### src/rtl/wb_pkg.sv
// wb_pkg: shared defaults and limits for the write-back merge stage
package wb_pkg;
  localparam int DATA_W_DEF = 32;
  localparam int ADDR_W_DEF = 5;
  localparam int MAX_CH = 8;
endpackage

### src/rtl/wb_age_arbiter.sv
// wb_age_arbiter: oldest-first grant over occupied slots using an age matrix
module wb_age_arbiter #(
  parameter int N = 3
) (
  input  logic                clk,
  input  logic                rst_n,
  input  logic                flush_i,
  input  logic [N-1:0]        occ_i,
  input  logic [N-1:0]        acc_i,
  output logic [N-1:0]        gnt_o,
  output logic [N-1:0][N-1:0] age_o
);
  logic [N-1:0][N-1:0] age_q, age_d;
  logic [N-1:0] occ_nxt;
  // age_q[i][j] set means slot i was accepted before slot j; grant the slot older than every other occupant
  always_comb begin
    gnt_o = occ_i;
    for (int i = 0; i < N; i++)
      for (int j = 0; j < N; j++)
        if (i != j && occ_i[j] && !age_q[i][j]) gnt_o[i] = 1'b0;
  end
  // new entries become youngest (same-edge entries ordered by index); bits of empty slots are cleared
  always_comb begin
    occ_nxt = flush_i ? '0 : (occ_i & ~gnt_o) | acc_i;
    age_d = '0;
    for (int i = 0; i < N; i++)
      for (int j = 0; j < N; j++)
        if (i != j)
          age_d[i][j] = occ_nxt[i] & occ_nxt[j] &
                        (acc_i[i] ? (acc_i[j] && (i < j)) : (acc_i[j] | age_q[i][j]));
  end
  // age matrix register
  always_ff @(posedge clk) begin
    if (!rst_n) age_q <= '0;
    else age_q <= age_d;
  end
  assign age_o = age_q;
endmodule

### src/rtl/wb_merge_stage.sv
// wb_merge_stage: merges per-channel results into one register-file write port with forwarding
module wb_merge_stage
  import wb_pkg::*;
#(
  parameter int DATA_W = DATA_W_DEF,
  parameter int ADDR_W = ADDR_W_DEF,
  parameter int NUM_CH = 3
) (
  input  logic                     clk,
  input  logic                     rst_n,
  input  logic                     flush_i,
  input  logic [NUM_CH-1:0]        ch_valid_i,
  output logic [NUM_CH-1:0]        ch_ready_o,
  input  logic [NUM_CH-1:0]        ch_we_i,
  input  logic [NUM_CH*ADDR_W-1:0] ch_waddr_i,
  input  logic [NUM_CH*DATA_W-1:0] ch_data_i,
  output logic [DATA_W-1:0]        wb_op_c_o,
  output logic [ADDR_W-1:0]        wb_reg_waddr_o,
  output logic                     wb_reg_we_o,
  input  logic [ADDR_W-1:0]        fwd_raddr_i,
  output logic                     fwd_hit_o,
  output logic [DATA_W-1:0]        fwd_data_o
);
  logic [NUM_CH-1:0] occ_q, occ_d, fill, gnt, match, youngest;
  logic [NUM_CH-1:0][ADDR_W-1:0] addr_q, addr_d;
  logic [NUM_CH-1:0][DATA_W-1:0] data_q, data_d;
  logic [NUM_CH-1:0][NUM_CH-1:0] age;
  logic [DATA_W-1:0] op_q, op_d, slot_fwd;
  logic [ADDR_W-1:0] waddr_q, waddr_d;
  logic we_q, we_d, out_hit;

  wb_age_arbiter #(.N(NUM_CH)) u_arb (
    .clk     (clk),
    .rst_n   (rst_n),
    .flush_i (flush_i),
    .occ_i   (occ_q),
    .acc_i   (fill),
    .gnt_o   (gnt),
    .age_o   (age)
  );

  // accept when the slot is free or draining this cycle; only real register writes occupy a slot
  always_comb begin
    ch_ready_o = '0;
    fill = '0;
    for (int k = 0; k < NUM_CH; k++) begin
      ch_ready_o[k] = rst_n & ~flush_i & (~occ_q[k] | gnt[k]);
      fill[k] = ch_valid_i[k] & ch_ready_o[k] & ch_we_i[k] & (ch_waddr_i[k*ADDR_W +: ADDR_W] != '0);
    end
  end

  // slot next state and output register load from the granted slot
  always_comb begin
    occ_d = flush_i ? '0 : (occ_q & ~gnt) | fill;
    addr_d = addr_q;
    data_d = data_q;
    we_d = !flush_i && (gnt != '0);
    op_d = op_q;
    waddr_d = waddr_q;
    for (int k = 0; k < NUM_CH; k++) begin
      if (fill[k]) begin
        addr_d[k] = ch_waddr_i[k*ADDR_W +: ADDR_W];
        data_d[k] = ch_data_i[k*DATA_W +: DATA_W];
      end
      if (we_d && gnt[k]) begin
        op_d = data_q[k];
        waddr_d = addr_q[k];
      end
    end
  end

  // slot and output registers
  always_ff @(posedge clk) begin
    if (!rst_n) begin
      occ_q <= '0;
      addr_q <= '0;
      data_q <= '0;
      we_q <= 1'b0;
      op_q <= '0;
      waddr_q <= '0;
    end else begin
      occ_q <= occ_d;
      addr_q <= addr_d;
      data_q <= data_d;
      we_q <= we_d;
      op_q <= op_d;
      waddr_q <= waddr_d;
    end
  end

  // forwarding: youngest matching slot first, then the output register
  always_comb begin
    match = '0;
    youngest = '0;
    slot_fwd = '0;
    for (int i = 0; i < NUM_CH; i++)
      match[i] = occ_q[i] && (fwd_raddr_i != '0) && (addr_q[i] == fwd_raddr_i);
    for (int i = 0; i < NUM_CH; i++) begin
      youngest[i] = match[i];
      for (int j = 0; j < NUM_CH; j++)
        if (i != j && match[j] && !age[j][i]) youngest[i] = 1'b0;
      if (youngest[i]) slot_fwd = slot_fwd | data_q[i];
    end
    out_hit = we_q && (fwd_raddr_i != '0) && (waddr_q == fwd_raddr_i);
    fwd_hit_o = (match != '0) || out_hit;
    fwd_data_o = (match != '0) ? slot_fwd : out_hit ? op_q : '0;
  end

  assign wb_op_c_o = op_q;
  assign wb_reg_waddr_o = waddr_q;
  assign wb_reg_we_o = we_q;
endmodule

### config.mk
export PLATFORM = sky130hd
export DESIGN_NAME = wb_merge_stage
export DESIGN_NICKNAME = d
export VERILOG_FILES = /design/src/rtl/wb_pkg.sv /design/src/rtl/wb_age_arbiter.sv /design/src/rtl/wb_merge_stage.sv
export SDC_FILE = /design/constraint.sdc
export NUM_CORES = 1
export LEC_CHECK = 0
export BUFFER_PORTS_ARGS = -buffer_cell sky130_fd_sc_hd__buf_2
export CAP_MARGIN = 20
export CORE_MARGIN = 2
export CORE_UTILIZATION = 48
export DETAILED_ROUTE_END_ITERATION = 10
export PLACE_DENSITY = 0.77
export RECOVER_POWER = 50
export SYNTH_ARGS = -nofsm -noshare
export SYNTH_HDL_FRONTEND = slang
export SYNTH_SLANG_ARGS = --single-unit
export TNS_END_PERCENT = 5
### constraint.sdc
create_clock -name clk -period 2 [get_ports clk]
set_input_delay 0.1 -clock clk [delete_from_list [all_inputs] [get_ports clk]]
set_output_delay 0.1 -clock clk [all_outputs]
set_load 0.01 [all_outputs]
### Word level (Yosys, flattened, before mapping)

Index checks and enable logic that the tools add are counted.

| cells by class | value |
|---|---|
| equality and inequality tests | 4 |
| multiplexer cells | 30 |
| bitwise gates (word level) | 40 |
| reduce and logical (&&, ||, !) cells | 39 |

Operators by type and width:

| operator | count |
|---|---|
| $mux W32 | 8 |
| $or A32 B32 Y32 | 2 |
| $logic_and A1 B1 Y1 | 24 |
| $and A1 B1 Y1 | 22 |
| $eq A5 B5 Y1 | 4 |
| $reduce_bool A5 Y1 | 4 |
| $mux W1 | 18 |
| $mux W5 | 3 |
| $or A1 B1 Y1 | 9 |
| $reduce_bool A3 Y1 | 3 |
| $logic_not A1 Y1 | 7 |
| $not A1 Y1 | 4 |
| $and A3 B3 Y3 | 1 |
| $mux W3 | 1 |
| $not A3 Y3 | 1 |
| $or A3 B3 Y3 | 1 |
| $logic_or A1 B1 Y1 | 1 |

| storage, ports and cells | value |
|---|---|
| flip-flop bits (word level) | 158 |
| input port bits | 125 |

### Longest topological paths before layout

Gate-level depths: netlist of the first run.

| depth | value |
|---|---|
| depth in word-level cells | 13 |
| depth in mapped cells | 9 |
| depth with buffers taken out | 6 |

### Cells and area by module

From an unflattened synthesis of the first run, not the netlist that was laid out.

| unflattened totals | value |
|---|---|
| cell total of the unflattened synthesis | 833 |
| area, all modules | 7369.6 sq um |

Modules (own cells, without submodules):

| module | instances | cells an instance | area each (sq um) |
|---|---|---|---|
| wb_merge_stage | 1 | 795 | 6981.7 |
| wb_age_arbiter | 1 | 38 | 387.9 |

### Least setup slack after synthesis of the first run

OpenSTA, ideal clock, no wires.

| path | value |
|---|---|
| path kind | input to output |
| from | in fwd_raddr_i[2] |
| to | out fwd_data_o[27] |
| arrival | 1896 ps |
| data required time | 1900 ps |
| slack | 4 ps |
| stages on the path | 8 |
| buffers on the path | 2 |
| cell sequence | buf_2 > or4_4 > o211ai_2 > nor2_2 > nor4_4 > buf_6 > a22o_1 > a221o_1 |

| on the way | value |
|---|---|
| longest elaborated chain between the ends | 12 |
| elaborated cells between the ends (all ways) | 33 |
| classes of those cells | eq/ne (4); mux (11); bitwise (2); reduce/logical (16) |

Ends and longest elaborated chain:

| element | RTL line | text |
|---|---|---|
| start: declaration | wb_merge_stage.sv:20 | `input logic [ADDR_W-1:0] fwd_raddr_i,` |
| $reduce_bool A5 Y1 | wb_merge_stage.sv:97, wb_merge_stage.sv:104 |  |
| $logic_and A1 B1 Y1 (2 in a row) | wb_merge_stage.sv:97 | `match[i] = occ_q[i] && (fwd_raddr_i != '0) && (addr_q[i] == fwd_raddr_i);` |
| $logic_and A1 B1 Y1 | wb_merge_stage.sv:101 | `if (i != j && match[j] && !age[j][i]) youngest[i] = 1'b0;` |
| $mux W1 (2 in a row) | wb_merge_stage.sv:101 |  |
| $mux W32 | wb_merge_stage.sv:102 | `if (youngest[i]) slot_fwd = slot_fwd \| data_q[i];` |
| $or A32 B32 Y32 | wb_merge_stage.sv:102 |  |
| $mux W32 | wb_merge_stage.sv:102 |  |
| $or A32 B32 Y32 | wb_merge_stage.sv:102 |  |
| $mux W32 | wb_merge_stage.sv:102 |  |
| $mux W32 (*) | wb_merge_stage.sv:106 | `fwd_data_o = (match != '0) ? slot_fwd : out_hit ? op_q : '0;` |
| end: declaration | wb_merge_stage.sv:22 | `output logic [DATA_W-1:0] fwd_data_o` |

Mark *: on every way between the ends. The rest lies on a longest branch, timed or not.

### Worst setup path after layout of the first run

| path | value |
|---|---|
| from | reg addr_q[0] (netlist bit) |
| to | out fwd_data_o[15] |

| on the way | value |
|---|---|
| longest elaborated chain between the ends | 10 |
| elaborated cells between the ends (all ways) | 17 |
| classes of those cells | eq/ne (1); mux (10); bitwise (2); reduce/logical (4) |

Ends and longest elaborated chain:

| element | RTL line | text |
|---|---|---|
| start: declaration | wb_merge_stage.sv:25 | `logic [NUM_CH-1:0][ADDR_W-1:0] addr_q, addr_d;` |
| start signal: assignment | wb_merge_stage.sv:83 | `addr_q <= addr_d;` |
| $eq A5 B5 Y1 (*) | wb_merge_stage.sv:97 |  |
| $logic_and A1 B1 Y1 (*) | wb_merge_stage.sv:97 |  |
| $mux W1 (2 in a row) | wb_merge_stage.sv:101 |  |
| $mux W32 | wb_merge_stage.sv:102 |  |
| $or A32 B32 Y32 | wb_merge_stage.sv:102 |  |
| $mux W32 | wb_merge_stage.sv:102 |  |
| $or A32 B32 Y32 | wb_merge_stage.sv:102 |  |
| $mux W32 | wb_merge_stage.sv:102 |  |
| $mux W32 (*) | wb_merge_stage.sv:106 |  |

Marks and branches as above.

==> results.py, run 1 <==
metrics = {
    "status": {
        "status": "finished with violations",
        "violations": "negative setup slack",
    },
    "clocking": {
        "cts_tree": "built",
        "cts_root_buf": "clkbuf_16",
        "insertion_delay_ns": 0.43,
        "cts.sinks": 158,
        "cts_buffer_depth": 2,
        "h-tree-depth": 4,
        "clk_pin_slew_ns": 0.07,
        "numCtsBuffers": 17,
    },
    "setup_path": {
        "ff2ff_path_depth": 8,
        "worstPathMaxFanout": 8,
        "worstSetupEndpointType": "output port",
        "cp.arrival_ns": 2.68,
        "timing.rr.start": "occ_q[1]$_SDFF_PN0_",
        "criticalPathCategory": "reg2out",
        "cp-start-kind": "flip-flop",
        "rr_endpoint": "data_q[18]$_SDFFE_PN0P_",
        "worstPathRequired_ns": 1.90,
        "rrSetupSlack_ns": -0.17,
    },
    "power": {
        "power_switching_mw": 1.710,
        "p_leak_nw": 4.551,
        "power.density_nw_per_um2": 692.0,
        "share_comb_of_total_power": 0.091,
        "seqPwrFrac": 0.416,
        "switching_share": 0.2192,
        "vdd_drop_max_v": 0.0006505,
        "clockPowerShare": 0.494,
        "internal_power_mw": 6.091,
    },
    "floorplanning": {
        "fp.dieH_um": 129.1,
        "die_w_um": 129.1,
        "io-pin-count": 199,
        "dieArea_sq_um": 16660,
        "coreArea_sq_um": 15260,
        "rows": 45,
        "start_util": 0.4921,
    },
    "timing": {
        "hold_slack_ns": 0.04214,
        "clock.fmax_ghz": 0.3593,
        "slew_headroom": 0.3046,
        "rsz0062_at_grt": "yes",
        "period_needed_ns": 2.783,
        "final-max-slew-violation-count": 0,
        "skew_ns": 0.006200,
        "finalCritPeriodShare": 1.391,
        "tns_ns": -25.50,
        "hold_viol": 0,
        "setup_violations": 91,
        "fin_ws_ns": -0.7830,
        "worst_slew_pin_slew_ns": 1.043,
    },
    "logic_synthesis": {
        "synth_nets": 1078,
        "yosysTopAreaCell": "dfxtp_1",
        "synth-edff-count": 0,
        "synth_cells": 953,
        "yosysSeqAreaShare": 0.4213,
        "synthDistinctLibCells": 45,
        "yosys_warnings": 0,
        "netlist_area_sq_um": 7508,
        "synth_ff_type": "dfxtp_1",
        "ys_async_sr_fraction": 0,
        "synth_top_area_frac": 0.4213,
        "synth-seq-cells": 158,
        "ys_top_cells_by_area": "dfxtp_1, nand2_1, a21boi_0, a221o_1, a22o_1",
        "avgSynthCellArea_sq_um": 7.879,
    },
    "final_layout": {
        "final_cell_mix": "nand2_1, buf_2, dfxtp_1, dlygate4sd3_1, a21boi_0",
        "final_common_cell": "nand2_1",
        "layout-drive-gt1-share": 0.2456,
        "nets": 1411,
        "antennaDiodeCount": 0,
        "synthToLayoutAreaGrowth_pct": 50.13,
    },
    "placement": {
        "dpl_worst_slack_ns": -0.5311,
        "gp_congestion": 0.9532,
        "portBuffers": 198,
        "place_hpwl_um": 17180,
    },
    "worst_hold_path": {
        "holdPathStages": 3,
        "hold_class": "in2reg",
        "hold_end": "wb_op_c_o[30]$_SDFFE_PN0P_",
        "min-delay-start": "flush_i",
    },
    "routing": {
        "drtIter0Drc": 891,
        "firstDrtPassIters": 8,
        "via_per_inst": 5.882,
        "dr_total_vias": 8882,
        "wirelength_um": 29840,
        "ant_nets": 0,
        "drc_errors": 0,
        "routedWlPerCell_um": 19.76,
    },
    "global_routing": {
        "grt_pass1_vias": 8661,
        "grt_usage": 0.3536,
        "grt_pass1_wl_um": 45260,
        "gr-total-overflow": 0,
        "antenna_found_initial": 0,
        "grt_max_degree": 111,
    },
    "job": {
        "drv_cap": 0,
    },
}
-- worst max path at each step --
stage | cells after the start | start | endpoint | slack, ns
final | 10 | addr_q[0]$_SDFFE_PN0P_ | fwd_data_o[15] | -0.78
after global routing | 10 | addr_q[0]$_SDFFE_PN0P_ | fwd_data_o[15] | -0.84
after CTS | 11 | addr_q[13]$_SDFFE_PN0P_ | fwd_data_o[15] | -0.69
after detailed placement | 8 | fwd_raddr_i[1] | fwd_data_o[15] | -0.53
after global placement | 8 | fwd_raddr_i[1] | fwd_data_o[31] | -0.47
after floorplan | 8 | fwd_raddr_i[2] | fwd_data_o[27] | 0.004
-- cells by family (layout without fill, tap and decap cells) --
family / Yosys count / in the layout / synth area share
AO/OA/AOI/OAI: 314 / 315 / 0.2995
flip-flops: 158 / 158 / 0.4213
XOR/XNOR: 20 / 20 / 0.02333
AND/OR/NAND/NOR: 377 / 378 / 0.2070
buffers and inverters: 84 / 428 / 0.04899
-- layer usage --
metal	wire (um)	up-vias	global-route usage
li1	-	3994	-
met1	10950	4088	0.4352
met2	14240	650	0.5783
met3	3053	150	0.06771
met4	1591	0	0.2104
met5	0	-	0
-- layout make-up --
type | instances | area, sq um
well taps | 211 | 264.0
flip-flops and latches | 158 | 3169
multi-input cells | 713 | 4204
inverters | 5 | 18.77
clock inverters | 13 | 257.7
repair buffers | 391 | 2915
clock buffers | 19 | 442.9
fillers | 1060 | 3986
-- per-stage QoR --
stage	instances	power (mW)	instance area [sq um]	utilization
5_1_grt	1510	8.002	11270	0.7387
6_report	1510	7.801	11270	0.7387
2_1_floorplan	953	3.527	7508	-
3_5_place_dp	1354	3.794	9189	0.6022
3_3_place_gp	1354	3.787	9189	0.6022
4_1_cts	1507	7.780	11180	0.7330
-- critical path, stage by stage (launching register included) --
cell,delay (ns)
dfxtp_1,0.32
xnor2_1,0.26
nand2_1,0.15
or3_4,0.42
buf_6,0.14
a221oi_4,0.22
buf_6,0.17
buf_12,0.14
a22o_1,0.15
a221o_1,0.14
buf_2,0.15
-- flip-flops by register name, indices dropped and copies added (netlist names) --
name	flops
data_q	96
wb_op_c_o	32
addr_q	15
u_arb.age_o	6
wb_reg_waddr_o	5
occ_q	3
wb_reg_we_o	1
-- timing repair --
action                                  CTS  global route
cloned                                    3             0
gates resized for setup                  21            32
hold buffers                            111             0
setup buffers                             7             3
hold endpoints to repair                111             0
endpoints found under the setup margin   35           159
pin swaps                                 7            25
-- cells in the mapped netlist, drive strengths merged (6+ instances only) --
library cell  instances
a221o                32
nor3                  7
a22o                 32
nand2               331
dfxtp               158
o21ai                40
clkbuf               60
xor2                  6
xnor2                14
nand2b                8
o22ai                36
a21oi                46
a21boi              111
buf                  19
-- power groups by stage --
stage	combinational, mW	clock (mW)	sequential, mW
floorplan	0.232	0	3.30
global placement	0.480	0	3.31
detailed placement	0.486	0	3.31
CTS	0.665	3.88	3.24
global route	0.750	4.01	3.24
finish	0.706	3.85	3.24
Power figures use the tool's default switching activity.
==> run 2, diff against run 1 <==
Settings changed: CELL_PAD_IN_SITES_DETAIL_PLACEMENT from default to 0, CELL_PAD_IN_SITES_GLOBAL_PLACEMENT from default to 1, CORE_UTILIZATION 48 to 38, PLACE_DENSITY 0.77 to default, PLACE_DENSITY_LB_ADDON from default to 0.1.
Clock period 2 ns to 2.6 ns, I/O delays scaled along.
==> results.py, run 2 (synthesis gave the netlist of run 1 again) <==
metrics = {
    "status": {
        "status": "finished with violations",
        "violations": "negative hold slack, negative setup slack",
    },
    "floorplanning": {
        "rows": 51,
        "io-pin-count": 199,
        "die_w_um": 144.6,
        "start_util": 0.3871,
        "fp.dieH_um": 144.6,
        "dieArea_sq_um": 20900,
        "coreArea_sq_um": 19400,
    },
    "final_layout": {
        "nets": 1389,
        "final_common_cell": "nand2_1",
        "final_cell_mix": "nand2_1, buf_2, dfxtp_1, dlygate4sd3_1, a21boi_0",
        "largest_reg_flops": 96,
        "final_util": 0.5665,
        "n_fill_cell": 1900,
        "layout-drive-gt1-share": 0.2302,
        "fin_area_sq_um": 10990,
        "antennaDiodeCount": 0,
        "finalNonFillerCells": 1542,
        "largest-register": "data_q",
        "multi_input_area_sq_um": 4146,
        "seqCellArea_sq_um": 3174,
        "synthToLayoutAreaGrowth_pct": 46.36,
    },
    "setup_path": {
        "cpPeakStageDelay_ns": 0.39,
        "cp-start-kind": "flip-flop",
        "worstPathCellList": "xnor2_1, o211ai_2, or3_4, buf_4, a221oi_4, buf_12, buf_8, a22o_1, a221o_1, buf_2",
        "worstSetupEndpointType": "output port",
        "worstPathRequired_ns": 2.47,
        "criticalPathCategory": "reg2out",
        "worstPathMaxFanout": 7,
        "cp_slowest_cell": "or3_4",
        "cp.arrival_ns": 2.59,
        "timing.critical_path.buf_inv": 4,
        "crit_family": "compound AO/OA/AOI/OAI gates",
    },
    "power": {
        "power.density_nw_per_um2": 510.5,
        "fin_total_pwr_mw": 5.610,
        "p_leak_nw": 4.362,
        "vdd_drop_max_v": 0.0004178,
    },
    "routing": {
        "firstDrtPassIters": 5,
        "ant_nets": 0,
        "wirelength_um": 28900,
        "routedWlPerCell_um": 18.74,
        "drc_errors": 0,
        "via_per_inst": 5.285,
        "dr_total_vias": 8150,
        "drtIter0Drc": 503,
    },
    "job": {
        "drv_cap": 0,
    },
    "global_routing": {
        "grt_usage": 0.2722,
        "grt_pass1_wl_um": 43240,
        "antenna_found_initial": 0,
        "gr-total-overflow": 0,
        "grt_max_degree": 95,
        "grt_pass1_vias": 7684,
    },
    "timing": {
        "slew_headroom": 0.3579,
        "finalCritPeriodShare": 1.047,
        "fin_ws_ns": -0.1224,
        "rsz0062_at_grt": "yes",
        "final-max-slew-violation-count": 0,
        "hold_slack_ns": -0.008258,
        "tns_ns": -1.839,
        "clock.fmax_ghz": 0.3673,
        "period_needed_ns": 2.722,
        "worst_slew_pin_slew_ns": 0.9632,
        "setup_violations": 32,
        "hold_viol": 1,
        "skew_ns": 0.01189,
    },
    "clocking": {
        "h-tree-depth": 4,
        "insertion_delay_ns": 0.43,
        "cts_root_buf": "clkbuf_16",
        "cts_buffer_depth": 2,
        "clk_pin_slew_ns": 0.06,
        "numCtsBuffers": 17,
        "cts.sinks": 158,
        "cts_tree": "built",
    },
    "placement": {
        "dpl_worst_slack_ns": -0.2649,
        "place_inst": 1390,
        "place_hpwl_um": 17840,
        "place_area_sq_um": 9059,
        "gp_congestion": 0.8141,
        "portBuffers": 198,
    },
    "worst_hold_path": {
        "hold_class": "in2reg",
    },
}
==> run 2: cell types whose count changed in the layout (fill, tap and decap cells not counted), sizes merged <==
cell / delta
clkbuf: +2
buf: -21
bufinv: -4
clkinv: +2
dlygate4sd3: -4
inv: +3
==> run 2: worst min-delay path, delay by kind of cell <==
family          cells  cell delay, ns
buf+inv             1            0.13
simple gates        1            0.06
compound gates      1            0.05
==> run 2: worst paths after layout <==
path         slack (ns)  depth (start not counted)                      end               startpoint
min              -0.008                          3  addr_q[14]$_SDFFE_PN0P_           ch_waddr_i[14]
max reg2reg        0.08                          9  data_q[71]$_SDFFE_PN0P_      occ_q[1]$_SDFF_PN0_
max               -0.12                         10           fwd_data_o[31]   addr_q[1]$_SDFFE_PN0P_
min reg2reg        0.47                          2  data_q[76]$_SDFFE_PN0P_  data_q[76]$_SDFFE_PN0P_
==> run 2: where the power goes <==
group	internal (mW)	switching, mW	total (mW)
Sequential	2.46	0.0337	2.49
Combinational	0.273	0.225	0.498
Clock	1.53	1.09	2.62
==> run 2: what timing repair did <==
action	in CTS	in global routing
cloned	3	1
hold endpoints to repair	107	0
hold buffers	107	0
pin swaps	16	17
setup buffers	4	6
setup endpoints to repair	32	32
resized for setup	18	16
==> run 2: final cells by class <==
type | instances | share of cell area
Tap cell | 265 | 0.03017
Multi-Input combinational cell | 713 | 0.3773
Clock inverter | 14 | 0.01640
Timing Repair Buffer | 369 | 0.2465
Sequential cell | 158 | 0.2889
Clock buffer | 18 | 0.03905
Inverter | 5 | 0.001708
==> run 2: metal layers <==
layer	part of all wire	up-vias	global-route usage
li1	-	3950	-
met1	0.46	3876	0.3685
met2	0.47	286	0.4395
met3	0.059	38	0.05232
met4	0.018	0	0.08329
met5	0	-	0
==> run 3, diff against run 2 <==
Settings changed: ABC_AREA from default to 1.
==> results.py, run 3 <==
metrics = {
    "final_layout": {
        "synthToLayoutAreaGrowth_pct": 33.36,
        "seqCellArea_sq_um": 3164,
        "multi_input_area_sq_um": 4302,
        "final_common_cell": "nand2_1",
        "largest-register": "data_q",
        "layout-drive-gt1-share": 0.1656,
        "n_fill_cell": 2279,
        "final_util": 0.5145,
        "final_cell_mix": "nand2_1, buf_2, dfxtp_1, a21oi_1, nand4_1",
        "largest_reg_flops": 96,
        "nets": 1652,
    },
    "placement": {
        "place_hpwl_um": 20970,
        "portBuffers": 198,
        "gp_congestion": 0.8785,
        "dpl_worst_slack_ns": 0.3309,
    },
    "floorplanning": {
        "rows": 54,
        "start_util": 0.3858,
        "coreArea_sq_um": 21690,
        "dieArea_sq_um": 23220,
        "fp.dieH_um": 152.4,
        "io-pin-count": 199,
        "die_w_um": 152.4,
    },
    "setup_path": {
        "rrSetupSlack_ns": 0.27,
        "cp-start-kind": "flip-flop",
        "cp.arrival_ns": 2.39,
        "worstPathRequired_ns": 2.47,
        "worstPathMaxFanout": 32,
        "worstSetupEndpointType": "output port",
        "criticalPathCategory": "reg2out",
    },
    "clocking": {
        "clk_pin_slew_ns": 0.07,
        "numCtsBuffers": 17,
        "h-tree-depth": 4,
        "cts_root_buf": "clkbuf_16",
        "cts.sinks": 158,
        "cts_tree": "built",
        "cts_buffer_depth": 2,
        "insertion_delay_ns": 0.44,
    },
    "logic_synthesis": {
        "avgSynthCellArea_sq_um": 6.589,
        "synth-edff-count": 0,
        "synth_nets": 1395,
        "synth_ff_type": "dfxtp_1",
        "synth_top_area_frac": 0.3780,
        "synthDistinctLibCells": 29,
        "synth_top_family_by_area": "simple AND/OR/NAND/NOR gates",
        "yosysSeqAreaShare": 0.3780,
        "synth_most_common_cell": "nand2_1",
        "synth_common_cells": "nand2_1, dfxtp_1, a21oi_1",
        "synth_compound_area_frac": 0.1687,
        "ys_async_sr_fraction": 0,
        "netlist_area_sq_um": 8368,
        "synth-seq-cells": 158,
        "synthSimpleGateAreaFrac": 0.3378,
        "yosys-mux-area-fraction": 0,
        "synth_cells": 1270,
        "synthAdderAreaFrac": 0,
        "yosysTopAreaCell": "dfxtp_1",
        "yosys_warnings": 0,
        "ys_top_cells_by_area": "dfxtp_1, nand2_1, nand4_1, a21oi_1, o21ai_0",
        "synth_xor_area_frac": 0.003140,
    },
    "timing": {
        "final-max-slew-violation-count": 0,
        "period_needed_ns": 2.523,
        "hold_viol": 0,
        "tns_ns": 0,
        "setup_violations": 0,
        "skew_ns": 0.01082,
        "slew_headroom": 0.3909,
        "worst_slew_pin_slew_ns": 0.9137,
        "finalCritPeriodShare": 0.9702,
        "clock.fmax_ghz": 0.3964,
        "hold_slack_ns": 0.009265,
        "fin_ws_ns": 0.07735,
    },
    "routing": {
        "ant_nets": 0,
        "dr_total_vias": 9818,
        "drc_errors": 0,
        "drtIter0Drc": 873,
        "wirelength_um": 35140,
        "via_per_inst": 5.392,
        "firstDrtPassIters": 6,
        "routedWlPerCell_um": 19.29,
    },
    "global_routing": {
        "grt_usage": 0.2918,
        "grt_pass1_wl_um": 54030,
        "antenna_found_initial": 1,
        "grt_pass1_vias": 9606,
        "gr-total-overflow": 0,
        "grt_max_degree": 80,
    },
    "power": {
        "power.density_nw_per_um2": 516.7,
        "p_leak_nw": 4.390,
        "vdd_drop_max_v": 0.0003804,
    },
    "worst_hold_path": {
        "hold_class": "in2reg",
    },
    "status": {
        "status": "completed",
    },
    "job": {
        "drv_cap": 0,
    },
}
-- run 3: cell count changes after synthesis, sizes merged, moves of 80 or more --
cell    before  now
nor2         5  130
a21boi     111    2
o21ai       40  120
inv          5  114
nand3        5   86
nand4        4  131
a21oi       46  155
-- run 3: worst max-delay path: stages (launching register included) --
cell and delay [ns]:
dfxtp_1 0.37, inv_1 0.06, nand2_1 0.06, nand2_1 0.05, nor2_1 0.25, nand2_1 0.15
nor2_4 0.16, buf_6 0.33, nand4_1 0.19, nand4_1 0.16, buf_2 0.15
-- run 3: cells by family (layout without fill, tap and decap cells) --
family	Yosys count	after routing
xor gates and xnor gates	3	3
other	0	1
DFF	158	158
AOI/OAI and AO/OA	279	279
buffers and inverters	216	485
and+or+nand+nor	614	615
-- run 3: final cells by class --
cell class | instances | area share
clock buffers | 17 | 0.03812
diodes | 1 | 0.0002242
clock inverters | 15 | 0.01671
multi-input cells | 897 | 0.3855
inverters | 116 | 0.03935
repair buffers | 337 | 0.2052
well taps | 280 | 0.03139
flip-flops and latches | 158 | 0.2836
-- run 3: metal layers --
| metal | global-route usage | vias to the layer above | wire, um |
|---|---|---|---|
| met2 | 0.4753 | 445 | 16080 |
| li1 | - | 4788 | - |
| met1 | 0.3908 | 4534 | 15440 |
| met5 | 0 | - | 0 |
| met3 | 0.05631 | 51 | 2924 |
| met4 | 0.09212 | 0 | 688 |
-- run 3: repair_timing --
| item | in CTS | in global routing |
|---|---|---|
| setup buffers | 0 | 2 |
| pin swaps | 5 | 2 |
| setup endpoints to repair | 25 | 33 |
| gates resized for setup | 0 | 11 |
| gates cloned | 0 | 1 |
| hold buffers | 103 | 0 |
| endpoints found under the hold margin | 103 | 0 |
-- run 3: worst paths after layout --
check / cells after the start / start / end
worst min-delay path: 3 / ch_waddr_i[14] / addr_q[14]$_SDFFE_PN0P_
worst min register to register: 2 / addr_q[8]$_SDFFE_PN0P_ / addr_q[8]$_SDFFE_PN0P_
worst max register to register: 9 / occ_q[1]$_SDFF_PN0_ / addr_q[3]$_SDFFE_PN0P_
worst max-delay path: 10 / addr_q[9]$_SDFFE_PN0P_ / fwd_data_o[31]
-- run 3: power by group --
group          leakage, nW  internal, mW  switching (mW)  total [mW]
Clock                0.293          1.53            1.14        2.67
Combinational         2.82         0.261           0.303       0.564
Sequential            1.28          2.48          0.0533        2.54
Total                 4.39          4.27            1.49        5.77
-- run 3: through the flow --
step,power [mW],instances,cell area [sq um]
2_1_floorplan,2.813,1270,8368
3_3_place_gp,3.033,1682,9534
3_5_place_dp,3.035,1682,9534
4_1_cts,5.788,1817,11180
5_1_grt,5.955,1821,11160
6_report,5.766,1821,11160
